==> src/rtl/csi_decoder_scheduler_pkg.sv <==
// Shared CSI-2 data type codes, decoder/state enums and error bit positions
// for the decoder scheduler slice.
package csi_pkg;

    localparam logic [5:0] DT_FS       = 6'h00;
    localparam logic [5:0] DT_FE       = 6'h01;
    localparam logic [5:0] DT_LS       = 6'h02;
    localparam logic [5:0] DT_LE       = 6'h03;
    localparam logic [5:0] DT_YUV422_8 = 6'h1E;
    localparam logic [5:0] DT_RGB565   = 6'h22;
    localparam logic [5:0] DT_RAW8     = 6'h2A;

    // CSI-2 reserves codes below 0x10 for short packets
    localparam logic [5:0] DT_LONG_MIN = 6'h10;

    localparam int ERR_UNSUPPORTED = 0;
    localparam int ERR_TRUNCATED   = 1;
    localparam int ERR_NO_FRAME    = 2;

    typedef enum logic [1:0] {
        DEC_NONE   = 2'd0,
        DEC_RGB565 = 2'd1,
        DEC_RAW8   = 2'd2,
        DEC_YUV422 = 2'd3
    } decoder_t;

    typedef enum logic [1:0] {
        S_IDLE    = 2'd0,
        S_PAYLOAD = 2'd1,
        S_DISCARD = 2'd2
    } state_t;

    function automatic decoder_t dt_to_decoder(input logic [5:0] dt);
        decoder_t d;
        case (dt)
            DT_RGB565:   d = DEC_RGB565;
            DT_RAW8:     d = DEC_RAW8;
            DT_YUV422_8: d = DEC_YUV422;
            default:     d = DEC_NONE;
        endcase
        return d;
    endfunction

endpackage

==> src/rtl/csi_decoder_scheduler_if.sv <==
// Parser-side header/payload inputs and decoder-side outputs of the scheduler.
// master = packet parser / decoders side, slave = the scheduler.
interface csi_decoder_scheduler_if #(
    parameter int WC_WIDTH = 16
);
    import csi_pkg::*;

    logic                header_valid;
    logic [1:0]          virtual_channel;
    logic [5:0]          data_type;
    logic [WC_WIDTH-1:0] word_count;
    logic [31:0]         payload_data;
    logic                payload_valid;
    logic                error_clear;

    logic [31:0]         image_data;
    logic                image_data_enable;
    logic [3:0]          byte_enable;
    decoder_t            decoder_select;
    logic                payload_last;
    logic                frame_active;
    logic [WC_WIDTH-1:0] line_number;
    logic [15:0]         frame_number;
    logic [2:0]          error;

    modport master (
        output header_valid, virtual_channel, data_type, word_count,
               payload_data, payload_valid, error_clear,
        input  image_data, image_data_enable, byte_enable, decoder_select,
               payload_last, frame_active, line_number, frame_number, error
    );

    modport slave (
        input  header_valid, virtual_channel, data_type, word_count,
               payload_data, payload_valid, error_clear,
        output image_data, image_data_enable, byte_enable, decoder_select,
               payload_last, frame_active, line_number, frame_number, error
    );

endinterface

==> src/rtl/csi_payload_counter.sv <==
// Remaining-byte countdown for a long packet payload; yields the byte enables
// for the current word and whether that word is the packet's last.
module csi_payload_counter #(
    parameter int WC_WIDTH = 16
) (
    input  logic                i_clock,
    input  logic                i_reset,
    input  logic                i_load,
    input  logic [WC_WIDTH-1:0] i_load_value,
    input  logic                i_consume,
    output logic [3:0]          o_byte_enable,
    output logic                o_last
);

    localparam logic [WC_WIDTH-1:0] WORD_BYTES = WC_WIDTH'(4);

    logic [WC_WIDTH-1:0] r_remaining;
    logic                w_full_word;

    assign w_full_word = (r_remaining >= WORD_BYTES);
    assign o_last      = (r_remaining <= WORD_BYTES);

    always_comb begin
        o_byte_enable = 4'b1111;
        if (!w_full_word) begin
            case (r_remaining[1:0])
                2'd0:    o_byte_enable = 4'b0000;
                2'd1:    o_byte_enable = 4'b0001;
                2'd2:    o_byte_enable = 4'b0011;
                default: o_byte_enable = 4'b0111;
            endcase
        end
    end

    // Load takes priority: a new header always restarts the countdown
    always_ff @(posedge i_clock or posedge i_reset) begin
        if (i_reset) begin
            r_remaining <= '0;
        end else if (i_load) begin
            r_remaining <= i_load_value;
        end else if (i_consume) begin
            r_remaining <= w_full_word ? (r_remaining - WORD_BYTES) : '0;
        end
    end

endmodule

==> src/rtl/csi_decoder_scheduler.sv <==
// Routes CSI-2 long-packet payload to the selected pixel decoder, tracking
// frame/line state from short packets and flagging protocol errors.
module csi_decoder_scheduler
    import csi_pkg::*;
#(
    parameter int VIRTUAL_CHANNEL = 0,
    parameter int WC_WIDTH        = 16
) (
    input  logic                     i_clock,
    input  logic                     i_reset,
    csi_decoder_scheduler_if.slave   bus
);

    state_t              r_state, w_state_nxt;

    logic [31:0]         r_image_data;
    logic                r_image_data_enable;
    logic [3:0]          r_byte_enable;
    decoder_t            r_decoder_select;
    logic                r_payload_last;
    logic                r_frame_active;
    logic [WC_WIDTH-1:0] r_line_number;
    logic [15:0]         r_frame_number;
    logic [2:0]          r_error;

    logic                w_vc_match, w_long, w_supported, w_wc_nonzero;
    logic                w_consume, w_forward;
    logic                w_cnt_load, w_cnt_last;
    logic [WC_WIDTH-1:0] w_cnt_load_value;
    logic [3:0]          w_cnt_byte_enable;
    logic [2:0]          w_err_set;
    logic                w_frame_start, w_frame_end, w_line_inc, w_dec_latch;

    assign w_vc_match   = (bus.virtual_channel == 2'(VIRTUAL_CHANNEL));
    assign w_long       = (bus.data_type >= DT_LONG_MIN);
    assign w_supported  = (dt_to_decoder(bus.data_type) != DEC_NONE);
    assign w_wc_nonzero = (bus.word_count != '0);

    // A header in the same cycle pre-empts any payload word
    assign w_consume = bus.payload_valid && !bus.header_valid && (r_state != S_IDLE);
    assign w_forward = w_consume && (r_state == S_PAYLOAD);

    csi_payload_counter #(.WC_WIDTH(WC_WIDTH)) u_counter (
        .i_clock       (i_clock),
        .i_reset       (i_reset),
        .i_load        (w_cnt_load),
        .i_load_value  (w_cnt_load_value),
        .i_consume     (w_consume),
        .o_byte_enable (w_cnt_byte_enable),
        .o_last        (w_cnt_last)
    );

    always_ff @(posedge i_clock or posedge i_reset) begin
        if (i_reset) r_state <= S_IDLE;
        else         r_state <= w_state_nxt;
    end

    always_comb begin
        w_state_nxt      = r_state;
        w_cnt_load       = 1'b0;
        w_cnt_load_value = '0;
        w_err_set        = '0;
        w_frame_start    = 1'b0;
        w_frame_end      = 1'b0;
        w_line_inc       = 1'b0;
        w_dec_latch      = 1'b0;

        if (bus.header_valid) begin
            // Any header aborts the packet in flight and is decoded as from IDLE
            w_cnt_load  = 1'b1;
            w_state_nxt = S_IDLE;
            if (r_state == S_PAYLOAD) w_err_set[ERR_TRUNCATED] = 1'b1;

            if (w_long) begin
                if (w_vc_match) begin
                    if (!w_supported)    w_err_set[ERR_UNSUPPORTED] = 1'b1;
                    if (!r_frame_active) w_err_set[ERR_NO_FRAME]    = 1'b1;
                end
                if (w_vc_match && w_supported && r_frame_active) begin
                    if (w_wc_nonzero) begin
                        w_dec_latch      = 1'b1;
                        w_cnt_load_value = bus.word_count;
                        w_state_nxt      = S_PAYLOAD;
                    end else begin
                        w_line_inc = 1'b1;
                    end
                end else if (w_wc_nonzero) begin
                    w_cnt_load_value = bus.word_count;
                    w_state_nxt      = S_DISCARD;
                end
            end else if (w_vc_match) begin
                w_frame_start = (bus.data_type == DT_FS);
                w_frame_end   = (bus.data_type == DT_FE);
            end
        end else if (w_consume && w_cnt_last) begin
            w_state_nxt = S_IDLE;
            w_line_inc  = (r_state == S_PAYLOAD);
        end
    end

    always_ff @(posedge i_clock or posedge i_reset) begin
        if (i_reset) begin
            r_image_data        <= '0;
            r_image_data_enable <= 1'b0;
            r_byte_enable       <= '0;
            r_decoder_select    <= DEC_NONE;
            r_payload_last      <= 1'b0;
            r_frame_active      <= 1'b0;
            r_line_number       <= '0;
            r_frame_number      <= '0;
            r_error             <= '0;
        end else begin
            r_image_data_enable <= w_forward;
            r_payload_last      <= w_forward && w_cnt_last;
            if (w_forward) begin
                r_image_data  <= bus.payload_data;
                r_byte_enable <= w_cnt_byte_enable;
            end
            if (w_dec_latch) r_decoder_select <= dt_to_decoder(bus.data_type);

            if (w_frame_start) begin
                r_frame_active <= 1'b1;
                r_line_number  <= '0;
                r_frame_number <= r_frame_number + 16'd1;
            end else if (w_frame_end) begin
                r_frame_active <= 1'b0;
            end else if (w_line_inc) begin
                r_line_number  <= r_line_number + WC_WIDTH'(1);
            end

            // A fresh error wins over a simultaneous clear
            r_error <= (bus.error_clear ? 3'b000 : r_error) | w_err_set;
        end
    end

    assign bus.image_data        = r_image_data;
    assign bus.image_data_enable = r_image_data_enable;
    assign bus.byte_enable       = r_byte_enable;
    assign bus.decoder_select    = r_decoder_select;
    assign bus.payload_last      = r_payload_last;
    assign bus.frame_active      = r_frame_active;
    assign bus.line_number       = r_line_number;
    assign bus.frame_number      = r_frame_number;
    assign bus.error             = r_error;

endmodule

==> src/flat_wrapper.sv <==
// flat-port wrapper written by rule: the top's interface ports become plain ports
module csi_decoder_scheduler_flat import csi_pkg::*;
#(
    parameter int VIRTUAL_CHANNEL = 0,
    parameter int WC_WIDTH        = 16
)
  (i_clock, i_reset, bus_header_valid, bus_virtual_channel, bus_data_type, bus_word_count, bus_payload_data, bus_payload_valid, bus_error_clear, bus_image_data, bus_image_data_enable, bus_byte_enable, bus_decoder_select, bus_payload_last, bus_frame_active, bus_line_number, bus_frame_number, bus_error);
  csi_decoder_scheduler_if #(.WC_WIDTH(WC_WIDTH)) bus_i ();
  input  logic i_clock;
  input  logic i_reset;
  input wire logic [$bits(bus_i.header_valid)-1:0] bus_header_valid;
  input wire logic [$bits(bus_i.virtual_channel)-1:0] bus_virtual_channel;
  input wire logic [$bits(bus_i.data_type)-1:0] bus_data_type;
  input wire logic [$bits(bus_i.word_count)-1:0] bus_word_count;
  input wire logic [$bits(bus_i.payload_data)-1:0] bus_payload_data;
  input wire logic [$bits(bus_i.payload_valid)-1:0] bus_payload_valid;
  input wire logic [$bits(bus_i.error_clear)-1:0] bus_error_clear;
  output wire logic [$bits(bus_i.image_data)-1:0] bus_image_data;
  output wire logic [$bits(bus_i.image_data_enable)-1:0] bus_image_data_enable;
  output wire logic [$bits(bus_i.byte_enable)-1:0] bus_byte_enable;
  output wire logic [$bits(bus_i.decoder_select)-1:0] bus_decoder_select;
  output wire logic [$bits(bus_i.payload_last)-1:0] bus_payload_last;
  output wire logic [$bits(bus_i.frame_active)-1:0] bus_frame_active;
  output wire logic [$bits(bus_i.line_number)-1:0] bus_line_number;
  output wire logic [$bits(bus_i.frame_number)-1:0] bus_frame_number;
  output wire logic [$bits(bus_i.error)-1:0] bus_error;
  assign bus_i.header_valid = bus_header_valid;
  assign bus_i.virtual_channel = bus_virtual_channel;
  assign bus_i.data_type = bus_data_type;
  assign bus_i.word_count = bus_word_count;
  assign bus_i.payload_data = bus_payload_data;
  assign bus_i.payload_valid = bus_payload_valid;
  assign bus_i.error_clear = bus_error_clear;
  assign bus_image_data = bus_i.image_data;
  assign bus_image_data_enable = bus_i.image_data_enable;
  assign bus_byte_enable = bus_i.byte_enable;
  assign bus_decoder_select = bus_i.decoder_select;
  assign bus_payload_last = bus_i.payload_last;
  assign bus_frame_active = bus_i.frame_active;
  assign bus_line_number = bus_i.line_number;
  assign bus_frame_number = bus_i.frame_number;
  assign bus_error = bus_i.error;
  csi_decoder_scheduler #(.VIRTUAL_CHANNEL(VIRTUAL_CHANNEL), .WC_WIDTH(WC_WIDTH)) u_core (.i_clock(i_clock), .i_reset(i_reset), .bus(bus_i));
endmodule
==> config.mk <==
export PLATFORM = sky130hd
export DESIGN_NAME = csi_decoder_scheduler_flat
export DESIGN_NICKNAME = d
export VERILOG_FILES = /design/src/rtl/csi_decoder_scheduler_pkg.sv /design/src/rtl/csi_decoder_scheduler_if.sv /design/src/rtl/csi_payload_counter.sv /design/src/rtl/csi_decoder_scheduler.sv /design/src/flat_wrapper.sv
export SDC_FILE = /design/constraint.sdc
export NUM_CORES = 1
export LEC_CHECK = 0
export ABC_AREA = 1
export CAP_MARGIN = 20
export CORE_UTILIZATION = 52
export CTS_CLUSTER_SIZE = 25
export DETAILED_ROUTE_END_ITERATION = 8
export GPL_TIMING_DRIVEN = 0
export PLACE_DENSITY = 0.93
export SLEW_MARGIN = 10
export SYNTH_ARGS = -nofsm -noshare
export SYNTH_HDL_FRONTEND = slang
export SYNTH_HIERARCHICAL = 1
export SYNTH_SLANG_ARGS = --single-unit
==> constraint.sdc <==
create_clock -name i_clock -period 8.8 [get_ports i_clock]
set_input_delay 2.64 -clock i_clock [delete_from_list [all_inputs] [get_ports i_clock]]
set_output_delay 2.64 -clock i_clock [all_outputs]
set_load 0.02 [all_outputs]
## After elaboration in Yosys (flattened, before gate mapping)

Cells that the tools add are included.

| word-level totals | value |
|---|---|
| flip-flop bits (word level) | 94 |
| bits in latches | 0 |
| RAM bits | 0 |
| bits in read-only memories | 0 |
| bits of input ports | 61 |
| output and inout port bits | 76 |
| logic and storage cells | 90 |
| memories kept | 0 |

| cells by class | value |
|---|---|
| add/sub/neg operators | 3 |
| $mul | 0 |
| div/mod/pow operators | 0 |
| $lt $le $gt $ge | 3 |
| equality and inequality tests | 8 |
| shifts and indexed selects | 0 |
| muxes and demuxes | 45 |
| bitwise logic cells | 1 |
| reductions and logical operators | 19 |

Operators by type and width:

| kind | number |
|---|---|
| two-way mux 16 bit | 9 |
| adder 16 x 1 -> 16 bit, second input constant | 2 |
| two-way mux 1 bit | 26 |
| greater-or-equal comparator 16 x 3 -> 1 bit, second input constant | 1 |
| <= comparator 16 x 3 -> 1 bit, second input constant | 1 |
| nonzero test 16 bit | 1 |
| subtractor 16 x 3 -> 16 bit, second input constant | 1 |
| equality test 6 bit, second input constant | 2 |
| nonzero test 2 bit | 6 |
| two-way mux 2 bit | 5 |
| case mux 3 bit (3 select lines) | 1 |
| logical AND 1 bit | 7 |
| equality test 6 x 1 -> 1 bit, second input constant | 1 |
| equality test 6 x 5 -> 1 bit, second input constant | 1 |
| greater-or-equal comparator 6 x 5 -> 1 bit, second input constant | 1 |
| logical NOT 6 bit | 1 |
| two-way mux 3 bit | 2 |
| case mux 2 bit (3 select lines) | 1 |
| equality test 2 x 1 -> 1 bit, second input constant | 2 |
| logical NOT 2 bit | 2 |
| two-way mux 4 bit | 1 |
| OR 3 bit | 1 |
| equality test 2 bit, second input constant | 1 |
| inequality test 2 x 1 -> 1 bit, second input constant | 1 |
| other kinds (2) | 2 |

## Depth between registers and ports, before layout

Gate-level depths: netlist of run 1.

| logic depth | value |
|---|---|
| depth after elaboration | 11 |
| depth in mapped cells | 12 |
| mapped depth without buffers | 11 |

## By module

Netlist of run 1, hierarchy kept.

By module, submodules not included:

| module | times used | cells each | area each (sq um) | sequential area each (sq um) |
|---|---|---|---|---|
| csi_decoder_scheduler | 1 | 520 | 4005.1 | 1951.9 |
| csi_payload_counter | 1 | 149 | 1128.6 | 400.4 |

## Least setup slack after synthesis of run 1

OpenSTA, ideal clock, no wires.

| timing path | value |
|---|---|
| path type | in2reg |
| from | in bus_data_type[0] |
| to | reg u_core.r_line_number[2], in the netlist u_core/bus.line_number[2] |
| setup time | 118 ps |
| data arrival time | 3548 ps |
| required time | 8682 ps |
| setup slack | 5134 ps |
| stages on the path | 9 |
| path buffers | 1 |
| path through | inv_1 > nand2_2 > nor2_2 > nand2_1 > a21oi_1 > nand2_2 > buf_4 > nand4_1 > nand2_1 |

| on the way | value |
|---|---|
| longest elaborated chain between the ends | 10 |
| elaborated cells between the ends (all ways) | 23 |
| classes of those cells | 1 x order compare; 5 x eq/ne; 11 x mux; 6 x reduce/logical |

RTL lines:

| item | line | RTL |
|---|---|---|
| from (decl) | flat_wrapper.sv:13 | `input wire logic [$bits(bus_i.data_type)-1:0] bus_data_type;` |
| equality test 6 x 5 -> 1 bit or equality test 6 bit (tied branches) | csi_decoder_scheduler_pkg.sv:35 | `case (dt)` |
| case mux 2 bit (3 select lines) | csi_decoder_scheduler_pkg.sv:35 |  |
| nonzero test 2 bit | csi_decoder_scheduler.sv:36 | `assign w_supported = (dt_to_decoder(bus.data_type) != DEC_NONE);` |
| logical AND 1 bit (2 in a row) | csi_decoder_scheduler.sv:79 | `if (w_vc_match && w_supported && r_frame_active) begin` |
| two-way mux 1 bit | csi_decoder_scheduler.sv:79 |  |
| two-way mux 1 bit | csi_decoder_scheduler.sv:74 | `if (w_long) begin` |
| two-way mux 1 bit | csi_decoder_scheduler.sv:68 | `if (bus.header_valid) begin` |
| nonzero test 2 bit (no source line) | n/a |  |
| AND reduction 2 bit (no source line) | n/a |  |
| to (signal assigned) | csi_decoder_scheduler.sv:128 | `r_line_number <= r_line_number + WC_WIDTH'(1);` |
| to (decl) | csi_decoder_scheduler.sv:22 | `logic [WC_WIDTH-1:0] r_line_number;` |

Parallel ways exist; a longest one is shown, timed or not.
A chain may end at the register's enable or synchronous reset.

## Final worst setup path of run 1

| timing path | value |
|---|---|
| from | reg u_core.r_line_number[0], in the netlist u_core/bus.line_number[0] |
| to | out bus_line_number[0] |

RTL lines:

| item | line | RTL |
|---|---|---|
| to (decl) | flat_wrapper.sv:24 | `output wire logic [$bits(bus_i.line_number)-1:0] bus_line_number;` |

No word-level cell between the ends.

==> results.json, run 1 <==
{
  "fin_util_pct": 73.2,
  "startpoint": "u_core/bus.line_number[0]$_DFFE_PP0P_",
  "nFillCells": 701,
  "whs_endpoint": "u_core/bus.image_data[4]$_DFFE_PP0P_",
  "reg2reg_depth": 12,
  "clock_skew_ns": 0.0146,
  "drive_gt1_share_pct": 8.15,
  "ys_async_sr_fraction_pct": 100,
  "p_per_area_mw_per_mm2": 142,
  "place_ws_ns": 4.35,
  "path_depth": 1,
  "arrival_ns": 1.49,
  "slew_headroom_pct": 54.5,
  "status": "completed",
  "die_h_um": 101,
  "seqCellArea_mm2": 0.00235,
  "hold_violations": 0,
  "synth_top_flop_cell": "dfrtp_1",
  "io_buffers": 136,
  "clkSlewWorstSetupHoldPaths_ns": 0.09,
  "leakage_uw": 0.00329,
  "first_pass_iters": 6,
  "routed_wl_um": 13700,
  "cp_top_family": "buffers and inverters",
  "cp_max_fo": 6,
  "multi_input_area_mm2": 0.00243,
  "cp-end-kind": "output pin",
  "numCtsBuffers": 9,
  "grt_pass1_wl_um": 22000,
  "cpPeakStageDelay_ns": 0.65,
  "clk_path_buf_depth": 2,
  "rows": 35,
  "drc": 0,
  "postRouteAntennaNets": 0,
  "hold_slack_ns": 0.485,
  "cts_setup_buffers": 0,
  "fin_cells": 951,
  "grtUsageTotal_pct": 27.3,
  "syn_area_per_cell_um2": 7.67,
  "grt_pass1_vias": 4634,
  "hold_class": "flip-flop to flip-flop",
  "r2r_end": "u_core/bus.line_number[2]$_DFFE_PP0P_",
  "hp-start": "u_core/bus.image_data[4]$_DFFE_PP0P_",
  "wl_per_cell_um": 14.4,
  "fmax_mhz": 242,
  "syn_nets": 734,
  "min_period_ns": 4.13,
  "crit_buf_inv": 1,
  "ir_drop_mv": 0.0845,
  "finalWorstSetupSlack_ns": 4.67,
  "nNetsFinal": 882,
  "grt_overflow_total": 0,
  "ys_ff_latch": 94,
  "antenna_cells": 0,
  "core-area_mm2": 0.00942,
  "die_w_um": 101,
  "clock_latency_ns": 0.36,
  "initial_core_util_pct": 54.5,
  "critPathSlowestCell": "clkdlybuf4s50_1",
  "setup_tns_ns": 0,
  "crit_chain": "clkdlybuf4s50_1",
  "cts_resized": 0,
  "tritoncts": "done",
  "worst_pin_slew_ns": 0.682,
  "routed-via-count": 5099,
  "syn_to_final_growth_pct": 34.3,
  "regToRegSetupSlack_ns": 6.62,
  "cts_hold_buf": 0,
  "gp_congestion": 0.958,
  "netlist_area_mm2": 0.00513,
  "cts_root_buffer": "clkbuf_8",
  "drt_iter0_markers": 268,
  "cts_max_level": 3,
  "slew_viol_final": 0,
  "synth.distinct_cells": 35,
  "cts_num_sinks": 94,
  "die_area_mm2": 0.0103,
  "hpwlAfterDp_um": 10500,
  "synth_warnings": 6,
  "grt_max_degree": 61,
  "ios": 137,
  "crit-reg2reg-launch": "u_core/u_counter/r_remaining[3]$_DFFE_PP0P_",
  "antenna_found_initial": 0,
  "yosysSeqAreaShare_pct": 45.8,
  "finalCritPeriodShare_pct": 46.9,
  "cp-start-kind": "flip-flop",
  "cp_data_required_time_ns": 6.16,
  "grt_setup_unrepaired": "false",
  "syn_inst": 669,
  "hold_path_depth": 2,
  "synth-edff-count": 0,
  "max_cap_viol_count": 0,
  "worstSetupPathType": "flip-flop to output pin",
  "avgViaCountPerCell": 5.36,
  "setup_viol": 0,
  "dp_cells": 935
}
## flip-flops by register name, summed over array words and instances, names as in the netlist
signal                        cells
u_core/bus.frame_number          16
u_core/bus.decoder_select         2
u_core/bus.payload_last           1
u_core/bus.byte_enable            4
u_core/bus.image_data            32
u_core/r_state                    2
u_core/bus.error                  3
u_core/bus.frame_active           1
u_core/u_counter/r_remaining     16
u_core/bus.image_data_enable      1
u_core/bus.line_number           16
## area by class of cell
class	count	share of cell area (%)
plain buffers	21	1.69
flip-flops and latches	94	34.1
clock buffers	11	2.05
repair buffers	137	20.1
well taps	129	2.34
inverters	62	3.41
clock inverters	5	0.962
multi-input cells	492	35.3
## through the flow
step / area [um^2] / power, uW
after floorplan: 5130 / 598
after global placement: 6660 / 677
after detailed placement: 6690 / 687
after CTS: 6890 / 983
after global routing: 6890 / 1020
final: 6890 / 978
## routing by layer
layer	wire length, um	track usage [%]	up-vias	share of wire [%]
met5	0	0	-	0
met4	285	9.36	0	2.1
met3	1230	6.21	29	9.0
met2	6630	47.6	268	48
met1	5580	33.3	2377	41
li1	-	-	2425	-
## how the worst max path moves through the flow
| stage | endpoint | slack, ns |
|---|---|---|
| floorplan | u_core/bus.byte_enable[0]$_DFFE_PP0P_ | 4.16 |
| global placement | u_core/bus.line_number[8]$_DFFE_PP0P_ | 3.03 |
| detailed placement | u_core/bus.line_number[5]$_DFFE_PP0P_ | 4.35 |
| CTS | bus_line_number[2] | 4.65 |
| global route | u_core/bus.line_number[2]$_DFFE_PP0P_ | 4.56 |
| finish | bus_line_number[0] | 4.67 |
## synth_stat cells, drive strengths merged (10+ instances only)
| cell type | n | area share (%) |
|---|---|---|
| inv | 60 | 4.4 |
| xnor2 | 10 | 1.7 |
| nand3 | 42 | 4.6 |
| dfrtp | 94 | 46 |
| o21ai | 26 | 3.1 |
| a22oi | 12 | 1.8 |
| buf | 17 | 2.0 |
| nor3 | 14 | 1.4 |
| nor2 | 72 | 6.1 |
| nand4 | 27 | 3.3 |
| nand2 | 250 | 19 |
| xor2 | 22 | 3.8 |
## cell families (layout without fill, tap and decap cells)
| logic type | after synthesis | in the layout | synth area share [%] |
|---|---|---|---|
| AO/OA/AOI/OAI | 47 | 47 | 6.41 |
| buffers and inverters | 83 | 236 | 6.80 |
| XOR/XNOR | 32 | 32 | 5.46 |
| flip-flops | 94 | 94 | 45.8 |
| adder cells (fa/ha/maj) | 4 | 4 | 0.975 |
| AND/OR/NAND/NOR | 409 | 409 | 34.5 |
## power by group
part	switching, uW	internal (uW)	total (uW)
Sequential	21.3	456	477
Clock	154	143	297
Combinational	112	90.8	203
## cell usage in the layout, fill, tap and decap left out, drive strengths merged
cell	instances
nor4	1
nor3	14
a22oi	12
bufinv	1
nand4	27
o21ai	26
nand3b	1
buf	18
nor3b	1
clkdlybuf4s50	136
o22ai	3
o32ai	1
clkinvlp	1
nor2	72
a21oi	2
nand3	42
and2	1
ha	4
xnor2	10
xor2	22
o21bai	3
nand2	250
inv	62
dfrtp	94
clkinv	3
clkbuf	15
No activity file was read; power rests on OpenSTA's default activity.
==> inputs of run 2 (changes only) <==
CORE_UTILIZATION = 44   (was 52)
PLACE_DENSITY = 0.85   (was 0.93)
clock period = 3.44 ns   (was 8.8 ns; I/O delays follow)
==> run 2 against run 1 <==
Against the previous run: clock skew is 0.0083 ns lower; total power increased to 2.8 times the previous value; utilization down 12 points; sequential power grew to 2.6 times the previous value; non-clock buffer count unchanged.
==> results.json, run 2 (synthesis gave the netlist of run 1 again) <==
{
  "cts_hold_buf": 0,
  "nNetsFinal": 882,
  "clk_path_buf_depth": 2,
  "reg2reg_depth": 12,
  "cts_num_sinks": 94,
  "drive_gt1_share_pct": 7.91,
  "antenna_cells": 0,
  "cts_setup_buffers": 0,
  "cts_resized": 0,
  "wl_per_cell_um": 13.2,
  "first_pass_iters": 5,
  "setup_tns_ns": 0,
  "slew_headroom_pct": 57.3,
  "cp-end-kind": "flip-flop",
  "crit_chain": "clkdlybuf4s50_1 > inv_2 > nand4_1 > nor2_1 > inv_1 > buf_2 > nand4_1 > nand2_1",
  "switchingPower_uw": 729,
  "placed_cell_area_mm2": 0.00670,
  "cts_max_level": 3,
  "path_common_cell": "nand4_1",
  "routed-via-count": 4811,
  "routed_wl_um": 12700,
  "p_per_area_mw_per_mm2": 388,
  "cp-start-kind": "input port",
  "p_sw_share_pct": 26.9,
  "worstSetupPathType": "input port to flip-flop",
  "leakage_uw": 0.00333,
  "cp_max_fo": 10,
  "cp_data_required_time_ns": 3.66,
  "mostFrequentLayoutCells": "245 x nand2_1, 136 x clkdlybuf4s50_1, 94 x dfrtp_1",
  "max_cap_viol_count": 0,
  "combPwrFrac_pct": 18.9,
  "nFillCells": 1003,
  "setup_viol": 0,
  "drt_iter0_markers": 319,
  "finalCritPeriodShare_pct": 75.1,
  "critPathSlowestCell": "clkdlybuf4s50_1",
  "status": "completed",
  "die_h_um": 110,
  "final_area_mm2": 0.00700,
  "layout_commonest_cell": "nand2_1",
  "initial_core_util_pct": 45.2,
  "antenna_found_initial": 0,
  "grt_overflow_total": 0,
  "syn_to_final_growth_pct": 36.3,
  "min_period_ns": 2.58,
  "clkPwrFrac_pct": 36.2,
  "clock_skew_ns": 0.00625,
  "die_w_um": 110,
  "ir_drop_mv": 0.246,
  "postRouteAntennaNets": 0,
  "grt_max_degree": 49,
  "gp_congestion": 0.948,
  "rows": 39,
  "hpwlAfterDp_um": 9600,
  "die_area_mm2": 0.0121,
  "drc": 0,
  "slew_viol_final": 0,
  "clkSlewWorstSetupHoldPaths_ns": 0.06,
  "worst_pin_slew_ns": 0.640,
  "regToRegSetupSlack_ns": 1.12,
  "grt_setup_unrepaired": "false",
  "p_seq_share_pct": 45.0,
  "hold_path_depth": 2,
  "hold_class": "flip-flop to flip-flop",
  "clock_latency_ns": 0.34,
  "cpPeakStageDelay_ns": 0.51,
  "grt_pass1_vias": 4603,
  "cts_root_buffer": "clkbuf_16",
  "numCtsBuffers": 9,
  "ios": 137,
  "hold_violations": 0,
  "io_buffers": 136,
  "fmax_mhz": 387,
  "grt_pass1_wl_um": 20900,
  "core-area_mm2": 0.0114,
  "fin_util_pct": 61.5,
  "power.internal_uw": 1980,
  "arrival_ns": 2.81,
  "grtUsageTotal_pct": 22.1,
  "tritoncts": "done",
  "largest_reg_flops": 32,
  "avgViaCountPerCell": 4.99
}
run 2: cell count changes in the layout (fill, tap and decap cells not counted):
cell,change
clkbuf_8,-9
clkinv_2,+1
clkbuf_16,+9
inv_6,-1
clkinvlp_4,-1
clkbuf_1,+2
inv_8,-1
run 2: stage by stage:
stage	setup WS (ns)	total power, uW	hold WS, ns	instances
2_1_floorplan	0.413	1530	0.462	669
3_3_place_gp	-0.916	1740	0.460	948
3_5_place_dp	0.517	1750	0.464	949
4_1_cts	0.853	2740	0.480	965
5_1_grt	0.735	2860	0.499	965
6_report	0.858	2710	0.476	965
run 2: area by class of cell:
type	count	area (um^2)	share of cell area [%]
Multi-Input combinational cell	492	2430	34.8
Timing Repair Buffer	137	1390	19.8
Clock inverter	3	43.8	0.626
Sequential cell	94	2350	33.6
Clock buffer	13	250	3.58
Inverter	62	235	3.36
Tap cell	143	179	2.56
Buffer	21	116	1.66
run 2: worst max-delay path, delay by kind of cell:
family | cells | cell delay (ns)
buffers and inverters | 4 | 1.16
AND/OR/NAND/NOR | 4 | 0.61
run 2: layer usage:
metal  track usage (%)  part of all wire [%]  routed length, um
met5                 0                     0                  0
met4              8.76                   2.4                301
met3              4.82                   8.0               1020
met2              36.7                    46               5820
met1              27.9                    44               5590
run 2: worst paths after layout:
path / from / end
setup / recovery: bus_header_valid / u_core/bus.line_number[4]$_DFFE_PP0P_
hold / removal: u_core/bus.image_data[25]$_DFFE_PP0P_ / u_core/bus.image_data[25]$_DFFE_PP0P_
setup reg to reg: u_core/u_counter/r_remaining[3]$_DFFE_PP0P_ / u_core/bus.line_number[4]$_DFFE_PP0P_
hold reg to reg: u_core/bus.image_data[25]$_DFFE_PP0P_ / u_core/bus.image_data[25]$_DFFE_PP0P_
max in group asynchronous: i_reset / u_core/bus.image_data[13]$_DFFE_PP0P_
min in group asynchronous: i_reset / u_core/bus.error[1]$_DFF_PP0_
run 2: power groups by stage:
stage | Combinational, uW | Sequential, uW | Clock, uW
global placement | 497 | 1240 | 0
global route | 568 | 1230 | 1060
detailed placement | 511 | 1240 | 0
floorplan | 250 | 1280 | 0
finish | 512 | 1220 | 981
CTS | 514 | 1220 | 1000
==> variant 1: new RTL, flow settings as in run 2 <==
The 3 states of `state_t` get a one-hot encoding in 3 bits.
--- a/src/rtl/csi_decoder_scheduler_pkg.sv
+++ b/src/rtl/csi_decoder_scheduler_pkg.sv
@@ -24,10 +24,10 @@
         DEC_YUV422 = 2'd3
     } decoder_t;
 
-    typedef enum logic [1:0] {
-        S_IDLE    = 2'd0,
-        S_PAYLOAD = 2'd1,
-        S_DISCARD = 2'd2
+    typedef enum logic [2:0] {
+        S_IDLE    = 3'b001,
+        S_PAYLOAD = 3'b010,
+        S_DISCARD = 3'b100
     } state_t;
 
     function automatic decoder_t dt_to_decoder(input logic [5:0] dt);
Formal check against the unedited RTL: no difference found for any inputs over 4 cycles, from zero or initial values and one cycle with i_reset high; so few cycles prove little.
==> variant 1 against run 2 <==
  * Cell area rose by 0.52%
  * Synthesized area grew 1.5%
  * Routed wire length rose by 4.0%
  * Worst setup slack better by 0.069 ns
  * Hold slack better by 0.0025 ns
  * Total power decreased by 3.8%
  * Fmax rose by 2.7%
  * Non-clock buffer count did not move
  * Sequential share of layout area increased by 0.20 points
  * Global-route usage increased by 0.18 points
  * Utilization is 0.21 points lower
  * Sequential cell count up 1
  * Clock skew is 0.0040 ns higher
  * Critical endpoint is now bus_line_number[3]
  * Highest routed layer unchanged
==> variant 1: results (changes against run 2) <==
outcome: "finished clean"
place_ws_ns: 0.647  # +0.130 ns
detail_route.iter0.violations: 353  # +11%
route.detailed.wl_per_inst_um: 13.7  # +3.7%
post-dp-hpwl_mm: 10.0  # +4.2%
r2r-end: "u_core/bus.line_number[7]$_DFFE_PP0P_"
nNetsFinal: 885  # +0.34%
share_seq_of_total_power_pct: 46.8  # +1.8 points
synth_nets: 738  # +0.54%
timing.hold.ws_ns: 0.479  # +0.00250 ns
grt_util_all_layers_pct: 22.3  # +0.18 points
max_slew.worst_pin.slew_ns: 0.667  # +0.0271 ns
clk_share_pct: 3.75  # -0.45 points
peak_clock_frequency_supported_by_timing_mhz: 398  # +2.7%
area_share_nonclk_buffers_pct: 21.4  # -0.075 points
grt_pass1_wl_mm: 22.3  # +6.7%
fraction_of_the_yosys_area_taken_by_sequential_cells_pct: 45.7  # -0.17 points
setup_repair_bufs_after_cts: 0  # unchanged
switching_share_pct: 28.3  # +1.4 points
post-place-cells: 952  # +0.32%
timing.critical_path.fanout_max: 7  # -3
area.share.sequential_pct: 33.8  # +0.20 points
fin_skew_ns: 0.0102  # +0.00396 ns
ys_top_cells_by_count: "sky130_fd_sc_hd__nand2_1 (239), sky130_fd_sc_hd__dfrtp_1 (94), sky130_fd_sc_hd__nor2_1 (62)"
synth_compound_area_share_pct: 6.32  # -0.094 points
syn_inst: 673  # +0.60%
synth.lib_cells_used.distinct: 38  # +8.6%
min_from: "u_core/bus.byte_enable[3]$_DFFE_PP0P_"
area_occupied_by_multi_input_gates_um2: 2450  # +0.77%
clock_tree.root_cell: "sky130_fd_sc_hd__clkbuf_16"
p_leak_nw: 3.36  # +1.1%
critical_path.top_delay_family: "buffers and inverters"
numPortBuffers: 135  # -0.74%
worstHoldEndpoint: "u_core/bus.byte_enable[3]$_DFFE_PP0P_"
clock_distribution_power_w: 0.000899  # -8.4%
num_vias: 4916  # +2.2%
grt_start_max_net_pins: 50  # +2.0%
post_synth_main_area_contributors: "sky130_fd_sc_hd__dfrtp_1 (45%), sky130_fd_sc_hd__nand2_1 (17%), sky130_fd_sc_hd__nor2_1 (4.5%)"
inverters: 66  # +6.5%
synth_area_um2: 5210  # +1.5%
wl_met1_mm: 5.87  # +5.0%
place.gp.congestion: 0.899  # -5.3%
met2_wirelength_mm: 6.24  # +7.2%
wirelength_mm: 13.2  # +4.0%
final.fill_count: 983  # -2.0%
pre_antenna_drt_iters: 5  # unchanged
worst_case_vdd_ir_drop_v: 0.000290  # +18%
p_int_w: 0.00187  # -5.7%
r2r_setup_slack_ns: 1.25  # +0.13 ns
drive_gt1_share_pct: 9.95  # +2.0 points
multiInputCombCellCount: 490  # -0.41%
met3_wirelength_um: 810  # -21%
placed_cell_area_um2: 6770  # +0.99%
critical-path-max-stage-delay_ns: 0.66  # +0.15 ns
critical_path_arrival_ns: 1.48  # -1.33 ns
yosys_register_bits: 95  # +1.1%
synth-adder-area-share_pct: 0.961  # -0.014 points
grt_pass1_vias: 4668  # +1.4%
synth_xor_area_share_pct: 5.72  # +0.26 points
cell_area_after_layout_um2: 7030  # +0.52%
variant 1: routing by layer:
metal / vias to the layer above / GRT usage (%)
li1: 2432 / -
met1: 2279 / 29.7
met2: 178 / 36.0
met3: 27 / 3.72
met4: 0 / 9.24
met5: - / 0
variant 1: how the worst max path moves through the flow:
| stage | startpoint | end | depth (start not counted) |
|---|---|---|---|
| global placement | i_reset | u_core/bus.frame_number[12]$_DFFE_PP0P_ | 2 |
| finish | u_core/bus.line_number[3]$_DFFE_PP0P_ | bus_line_number[3] | 1 |
| CTS | u_core/bus.line_number[3]$_DFFE_PP0P_ | bus_line_number[3] | 1 |
| global route | u_core/bus.frame_number[0]$_DFFE_PP0P_ | bus_frame_number[0] | 1 |
| detailed placement | bus_word_count[15] | u_core/bus.line_number[7]$_DFFE_PP0P_ | 10 |
| floorplan | i_reset | u_core/bus.byte_enable[0]$_DFFE_PP0P_ | 1 |
==> variant 2: new RTL, settings of run 2 <==
Without the edit above. `WC_WIDTH` is set to 16 in 4 places; all go to 32.
--- a/src/rtl/csi_decoder_scheduler_if.sv
+++ b/src/rtl/csi_decoder_scheduler_if.sv
@@ -1,7 +1,7 @@
 // Parser-side header/payload inputs and decoder-side outputs of the scheduler.
 // master = packet parser / decoders side, slave = the scheduler.
 interface csi_decoder_scheduler_if #(
-    parameter int WC_WIDTH = 16
+    parameter int WC_WIDTH = 32
 );
     import csi_pkg::*;
 
--- a/src/rtl/csi_payload_counter.sv
+++ b/src/rtl/csi_payload_counter.sv
@@ -1,7 +1,7 @@
 // Remaining-byte countdown for a long packet payload; yields the byte enables
 // for the current word and whether that word is the packet's last.
 module csi_payload_counter #(
-    parameter int WC_WIDTH = 16
+    parameter int WC_WIDTH = 32
 ) (
     input  logic                i_clock,
     input  logic                i_reset,
--- a/src/rtl/csi_decoder_scheduler.sv
+++ b/src/rtl/csi_decoder_scheduler.sv
@@ -4,7 +4,7 @@
     import csi_pkg::*;
 #(
     parameter int VIRTUAL_CHANNEL = 0,
-    parameter int WC_WIDTH        = 16
+    parameter int WC_WIDTH        = 32
 ) (
     input  logic                     i_clock,
     input  logic                     i_reset,
--- a/src/flat_wrapper.sv
+++ b/src/flat_wrapper.sv
@@ -2,7 +2,7 @@
 module csi_decoder_scheduler_flat import csi_pkg::*;
 #(
     parameter int VIRTUAL_CHANNEL = 0,
-    parameter int WC_WIDTH        = 16
+    parameter int WC_WIDTH        = 32
 )
   (i_clock, i_reset, bus_header_valid, bus_virtual_channel, bus_data_type, bus_word_count, bus_payload_data, bus_payload_valid, bus_error_clear, bus_image_data, bus_image_data_enable, bus_byte_enable, bus_decoder_select, bus_payload_last, bus_frame_active, bus_line_number, bus_frame_number, bus_error);
   csi_decoder_scheduler_if #(.WC_WIDTH(WC_WIDTH)) bus_i ();
Ports: changed (resized bus_line_number and bus_word_count); port bits go from 137 to 169. No check against the original RTL was run, so the function may have changed too.
==> variant 2 against run 2 <==
  * Synthesized cell count grew 61%
  * Highest routed layer unchanged
  * Worst setup slack lost 0.10 ns
  * Clock power grew 92%
  * Critical path depth is the same
  * Total power grew 52%
  * Cell area grew 50%
  * Routed wire length grew 82%
  * Largest power group is now the clock network
  * Synthesized area grew 54%
  * Sequential share of layout area shrank 3.6 points
  * Sequential cell count grew 32
  * Global-route usage grew 3.8 points
==> variant 2: results (changes against run 2) <==
wirelength_mm: 23.1  # +82%
synth_nets: 1160  # +58%
placed_cell_area_um2: 9890  # +48%
syn_to_final_growth_pct: 33.1
area_share_nonclk_buffers_pct: 18.6  # -2.9 points
multiInputCombCellCount: 834  # +70%
critical_path.slowest_cell: "sky130_fd_sc_hd__clkbuf_1"
p_leak_nw: 4.95  # +49%
ys_top_cells_by_count: "sky130_fd_sc_hd__nand2_1 (385), sky130_fd_sc_hd__nor2_1 (158), sky130_fd_sc_hd__dfrtp_1 (126)"
route.detailed.wl_per_inst_um: 15.4  # +17%
cts_inserted_buffers: 17  # +8
synth.lib_cells_used.distinct: 36  # +2.9%
area.share.sequential_pct: 30.0  # -3.6 points
total_power_w: 0.00412  # +52%
r2r_setup_slack_ns: 1.16  # +0.04 ns
grt_pass1_wl_mm: 37.3  # +78%
min_from: "u_core/bus.image_data[31]$_DFFE_PP0P_"
post_synth_main_area_contributors: "sky130_fd_sc_hd__dfrtp_1 (40%), sky130_fd_sc_hd__nand2_1 (18%), sky130_fd_sc_hd__nor2_1 (7.5%)"
detail_route.iter0.violations: 610  # +91%
timing.hold.ws_ns: 0.467  # -0.00952 ns
critical_path_arrival_ns: 3.03  # +0.22 ns
power.clock.fraction_pct: 45.6  # +9.4 points
nNetsFinal: 1348  # +53%
grt_pass1_vias: 7522  # +63%
worst_skew_pair.late_latency_ns: 0.42  # +0.08 ns
drive_gt1_share_pct: 10.7  # +2.8 points
clock_tree_buffer_count_of_the_final_layout: 22  # +9
fraction_of_the_yosys_area_taken_by_sequential_cells_pct: 39.9  # -5.9 points
num_vias: 7921  # +65%
tritoncts_num_sinks: 126  # +34%
htree_num_levels: 4  # +1
share_of_the_final_layout_cell_area_in_multi_input_gates_pct: 40.0  # +5.2 points
r2r-end: "u_core/bus.line_number[7]$_DFFE_PP0P_"
inverters: 79  # +27%
worst_r2r_startpoint: "u_core/u_counter/r_remaining[2]$_DFFE_PP0P_"
syn_inst: 1079  # +61%
setup.worst_path.start: "bus_payload_valid"
outcome: "finished clean"
-- variant 2: changes by cell type in the layout (fill, tap and decap cells not counted), moves of 11 or more --
cell / delta
sky130_fd_sc_hd__inv_1: +12
sky130_fd_sc_hd__nand3_2: +13
sky130_fd_sc_hd__nor2_1: +96
sky130_fd_sc_hd__clkdlybuf4s50_1: +31
sky130_fd_sc_hd__xnor2_1: +14
sky130_fd_sc_hd__dfrtp_1: +32
sky130_fd_sc_hd__clkbuf_1: +11
sky130_fd_sc_hd__a22oi_1: +14
sky130_fd_sc_hd__nand2_1: +140
sky130_fd_sc_hd__xor2_1: +11
sky130_fd_sc_hd__nand4_1: +19
-- variant 2: worst reg2reg max path: stages (launching register included) --
cell	delay, ns
sky130_fd_sc_hd__dfrtp_1	0.42
sky130_fd_sc_hd__inv_1	0.13
sky130_fd_sc_hd__ha_1	0.21
sky130_fd_sc_hd__nand2_2	0.15
sky130_fd_sc_hd__nor2_8	0.17
sky130_fd_sc_hd__nand2_4	0.10
sky130_fd_sc_hd__a21oi_1	0.24
sky130_fd_sc_hd__nand2_2	0.22
sky130_fd_sc_hd__clkbuf_1	0.30
sky130_fd_sc_hd__nand4_1	0.17
sky130_fd_sc_hd__nand2_1	0.07
-- variant 2: per-layer routing --
layer  vias up  wire length [µm]  global-route usage, %
met3        45              1340                   4.25
met4         0               629                   9.44
met5         -                 0                      0
met2       290             11500                   43.7
li1       3824                 -                      -
met1      3762              9700                   33.3
-- variant 2: logic make-up after synthesis --
logic type               after synthesis  synth area share [%]
XOR/XNOR                              57                  6.32
AND/OR/NAND/NOR                      697                  39.3
buffers and inverters                119                  6.88
flip-flops                           126                  39.9
AO/OA/AOI/OAI                         76                  6.91
adder cells (fa/ha/maj)                4                 0.634
